==> config.mk <==
export PLATFORM = sky130hd
export DESIGN_NAME = pipe_stage_chain
export DESIGN_NICKNAME = d
export VERILOG_FILES = /design/src/rtl/pipe_stage_chain.sv
export SDC_FILE = /design/constraint.sdc
export NUM_CORES = 1
export LEC_CHECK = 0
export CAP_MARGIN = 20
export CORE_MARGIN = 2
export CORE_UTILIZATION = 53
export CTS_CLUSTER_SIZE = 10
export DETAILED_ROUTE_END_ITERATION = 10
export PLACE_DENSITY_LB_ADDON = 0.05
export SYNTH_ARGS = -nofsm -noshare
export SYNTH_HDL_FRONTEND = slang
export SYNTH_SLANG_ARGS = --single-unit
==> constraint.sdc <==
create_clock -name clk -period 6.9 [get_ports clk]
set_clock_uncertainty 0.1 [all_clocks]
set_input_delay 2.07 -clock clk [delete_from_list [all_inputs] [get_ports clk]]
set_output_delay 2.07 -clock clk [all_outputs]
set_load 0.01 [all_outputs]
==> src/rtl/pipe_stage_chain.sv <==
// pipe_stage_chain: elastic DEPTH-stage register chain with valid/ready
// handshake, bubble collapsing, synchronous flush and occupancy count.
// Stage 0 is the input side. Stage DEPTH-1 drives the output directly.
module pipe_stage_chain #(
  parameter int              WIDTH = 32,
  parameter int              DEPTH = 2,
  parameter logic [WIDTH-1:0] INIT = {WIDTH{1'b0}},
  localparam int             CW    = $clog2(DEPTH + 1)
) (
  input  logic             clk,
  input  logic             rst,
  input  logic             flush,
  input  logic             in_valid,
  output logic             in_ready,
  input  logic [WIDTH-1:0] in_data,
  output logic             out_valid,
  input  logic             out_ready,
  output logic [WIDTH-1:0] out_data,
  output logic [CW-1:0]    count
);

  generate
    if (DEPTH < 1 || DEPTH > 16) begin : g_bad_depth
      $fatal(1, "pipe_stage_chain: DEPTH must be within 1..16");
    end
  endgenerate

  logic [DEPTH-1:0] valid_reg;
  logic [DEPTH-1:0] valid_next;
  logic [DEPTH-1:0] up_valid;
  logic [DEPTH-1:0] load_en;
  logic [DEPTH:0]   ready_chain;
  logic [WIDTH-1:0] data_reg [DEPTH];
  logic [WIDTH-1:0] up_data  [DEPTH];
  logic [CW-1:0]    count_reg;
  logic [CW-1:0]    count_next;
  logic             accept;

  // A stage can take new data if it is empty or everything downstream of it moves.
  always_comb begin
    ready_chain        = '0;
    ready_chain[DEPTH] = out_ready;
    for (int k = DEPTH - 1; k >= 0; k--) begin
      ready_chain[k] = ~valid_reg[k] | ready_chain[k + 1];
    end
  end

  assign in_ready = ready_chain[0] & ~flush & ~rst;
  assign accept   = in_valid & in_ready;

  // Next valid per stage: flush clears everything, a ready stage takes its upstream valid.
  always_comb begin
    up_valid    = '0;
    up_valid[0] = accept;
    for (int k = 1; k < DEPTH; k++) begin
      up_valid[k] = valid_reg[k - 1];
    end
    valid_next = '0;
    load_en    = '0;
    for (int k = 0; k < DEPTH; k++) begin
      valid_next[k] = flush ? 1'b0 : (ready_chain[k] ? up_valid[k] : valid_reg[k]);
      load_en[k]    = ~flush & ready_chain[k] & up_valid[k];
    end
  end

  // Occupancy of the next state, registered alongside the valid bits.
  always_comb begin
    count_next = '0;
    for (int k = 0; k < DEPTH; k++) begin
      count_next = count_next + CW'(valid_next[k]);
    end
  end

  // Valid bits and occupancy counter.
  always_ff @(posedge clk or posedge rst) begin
    if (rst) begin
      valid_reg <= '0;
      count_reg <= '0;
    end else begin
      valid_reg <= valid_next;
      count_reg <= count_next;
    end
  end

  generate
    for (genvar gi = 0; gi < DEPTH; gi++) begin : g_stage
      if (gi == 0) begin : g_first
        assign up_data[gi] = in_data;
      end else begin : g_rest
        assign up_data[gi] = data_reg[gi - 1];
      end

      // Data only moves with a valid item; bubbles and flush leave it untouched.
      always_ff @(posedge clk or posedge rst) begin
        if (rst) begin
          data_reg[gi] <= INIT;
        end else if (load_en[gi]) begin
          data_reg[gi] <= up_data[gi];
        end
      end
    end
  endgenerate

  assign out_valid = valid_reg[DEPTH - 1];
  assign out_data  = data_reg[DEPTH - 1];
  assign count     = count_reg;

endmodule

==> summary.md <==
| Metric | Value |
|---|---|
| Status | `complete, no violations` |
| Mean post-synth cell area | `16.1 µm²` |
| Post-synth EDFFs | `0` |
| Most frequent cells after synthesis | `68 x dfrtp_1, 34 x mux2_2, 32 x buf_4, 30 x mux2_4` |
| Metal2 WL | `~2.4 mm` |
| H-tree levels | `3` |
| Yosys top cell by area | `dfrtp_1` |
| Syn Nets | `220` |
| CTS tree | `done` |
| Area contributors post-synth | `dfrtp_1 58%, mux2_4 15%, mux2_2 13%, buf_4 8.2%, buf_12 2.0%` |
| Lkg Pwr | `0.00170 µW` |
| Adder-cell share of the synthesized area | `0.00426` |
| Post-CTS Setup Inserts | `0` |
| Detail-routed net length per standard cell | `15.6 µm` |
| Vias per cell | `slightly below 5` |
| Sequential area share after synthesis | `0.580` |
| Iter 0 DRT Violations | `45` |
| GRT Resource Usage Total | `0.171` |
| Vias in the first global route | `1,592` |
| Hold Path Origin | `data_reg[59]` |
| Post-synthesis compound-gate area fraction | `0.00171` |
| Die Span X | `between 70 and 80 µm` |
| Hold buffer count at cts | `0` |
| Post-synthesis xor/xnor area fraction | `0` |
| Routed via count | `between 1,000 and 1,500` |
| Die span in y | `about 78 µm` |
| Crit end category | `output pin` |
| Final Critical Period | `roughly 5.7 ns` |
| Top_reg_cell synth | `dfrtp_1` |
| Area grow syn2layout | `24.6%` |
| Core area | `between 0.005 and 0.006 mm²` |
| Pre-CTS setup slack | `about 1.2 ns` |
| Synth Register Bits | `68` |
| Clock root cell | `clkbuf_8` |
| CTS resizes | `0` |
| Worst Path Max Fanout | `3` |
| RSZ-0062 raised after global routing | `no` |
| Final period util | `0.820` |
| Clk_lat worst skew | `around 0.32 ns` |
| Routed WL | `roughly 4.8 mm` |
| Gpl congestion | `between 0.7 and 0.8` |
| Final Hold Vio Count | `0` |
| Final #Nets | `approximately 270` |
| Setup TNS | `0 ns` |
| Largest buffer count on any clock path | `2` |
| Std cell rows | `27` |
| Most frequent cell after synthesis | `dfrtp_1` |
| Crit start category | `input pin` |
| Post-synth top area share | `0.580` |
| Mapped cell area | `between 0.002 and 0.003 mm²` |
| Total number of yosys warnings | `0` |
| First-pass GRT wire length | `around 7.9 mm` |
| Final worst setup slack | `approximately 1.2 ns` |
| DP Wirelength | `3.18 mm` |
| Final Slew Violations | `0` |
| Initial antenna violation count | `0` |
| Critical Path RT | `4.73 ns` |
| Critical R2R Launch | `valid_reg[1]` |
| Setup violations, final | `0` |
| Layout cells sized above 1 | `0.365` |
| Mux share of post-synthesis cell area | `0.284` |
| Largest family of logic cells by synthesized area | `multiplexers` |
| I/O Buffers | `a little over 70` |
| Largest net degree at the start of global routing | `69` |
| Synth cell types | `16` |
| ANT cells | `0` |
| Power per cell area | `approximately 330 mW/mm²` |
| Inserted Clock Buffers | `9` |
| Gr ovfl total | `0` |
| Origin of the worst setup path | `out_ready` |
| Io pins | `73` |
| Wl on met1 | `just over 2 mm` |
| Post-Synth Simple-Gate Area | `0.0179` |
| Die area | `0.00615 mm²` |
| Min-Delay Path Class | `reg2reg` |
| Max Fclk | `177 MHz` |
| Mapped Cells | `roughly 180` |
| Peak VDD IR | `~0.19 mV` |
| Clock transition at path regs | `about 0.070 ns` |
| Metal3 WL | `269 µm` |
| Initial cell density of the core | `0.540` |
| Antenna viol nets, final | `0` |
| WHS | `0.397 ns` |
| Data arrival, critical path | `roughly 3.5 ns` |
| DRC Markers | `0` |
| Ys async rst share | `1.00` |
| Slew margin rel. | `0.408` |
| Max-cap violations | `0` |
| Worst slew pin tran | `0.888 ns` |
| Top layer used by detailed routing | `met4` |
| Clock sinks | `68` |
| DRT Pass-1 Iters | `3` |
| Crit Path Category | `in2out` |
-- placed cells by master, fill, tap and decap left out, types with 2 or more instances in the layout --
cell type / count
dfrtp_1: 68
bufinv_16: 2
buf_4: 2
clkbuf_8: 10
nor2_1: 3
clkinv_2: 3
mux2_2: 34
clkdlybuf4s50_1: 72
mux2_4: 30
-- worst paths after layout --
| path | to | slack, ns | cells after the start |
|---|---|---|---|
| max reg2reg | count[0] | 4.71 | 4 |
| min in group asynchronous | out_data[5] | 2.24 | 3 |
| min | out_data[27] | 0.40 | 1 |
| max in group asynchronous | out_data[27] | 3.93 | 3 |
| min reg2reg | out_data[27] | 0.40 | 1 |
| max | in_ready | 1.24 | 4 |
-- layout make-up --
cell class              count  area, µm²
inverters                   1       3.75
well taps                  72       90.1
clock inverters             5       75.1
repair buffers             74        736
flip-flops and latches     68       1700
clock buffers              11        141
multi-input cells          74        908
fillers                   394       1780
-- power breakdown --
group / leakage, µW / internal (µW) / switching, µW
combinational: 0.000751 / 228 / 97.2
clock: 0.000113 / 212 / 139
sequential: 0.000832 / 497 / 52.7
total: 0.00170 / 936 / 288
-- stage by stage --
stage | power [µW] | std cells | instance area, µm² | utilization
floorplan | 795 | 182 | 2940 | -
global placement | 870 | 289 | 3440 | 0.632
detailed placement | 886 | 289 | 3440 | 0.632
CTS | 1240 | 305 | 3660 | 0.672
global route | 1290 | 305 | 3660 | 0.672
finish | 1220 | 305 | 3660 | 0.672
-- logic make-up after synthesis --
kind of cell	Yosys count
compound gates	1
mux	64
flops	68
buf+inv	40
simple gates	8
fa+ha+maj	1
-- worst max-delay path, cell delays in order --
cell and delay [ns]:
clkdlybuf4s50_1 0.53, nand3b_1 0.18, and2_1 0.17, clkdlybuf4s50_1 0.54
-- routing by layer --
layer,up-vias,track usage
li1,680,-
met2,48,0.270
met5,-,0
met1,747,0.218
met4,0,0.0842
met3,7,0.0471
Power figures use the tool's default switching activity.
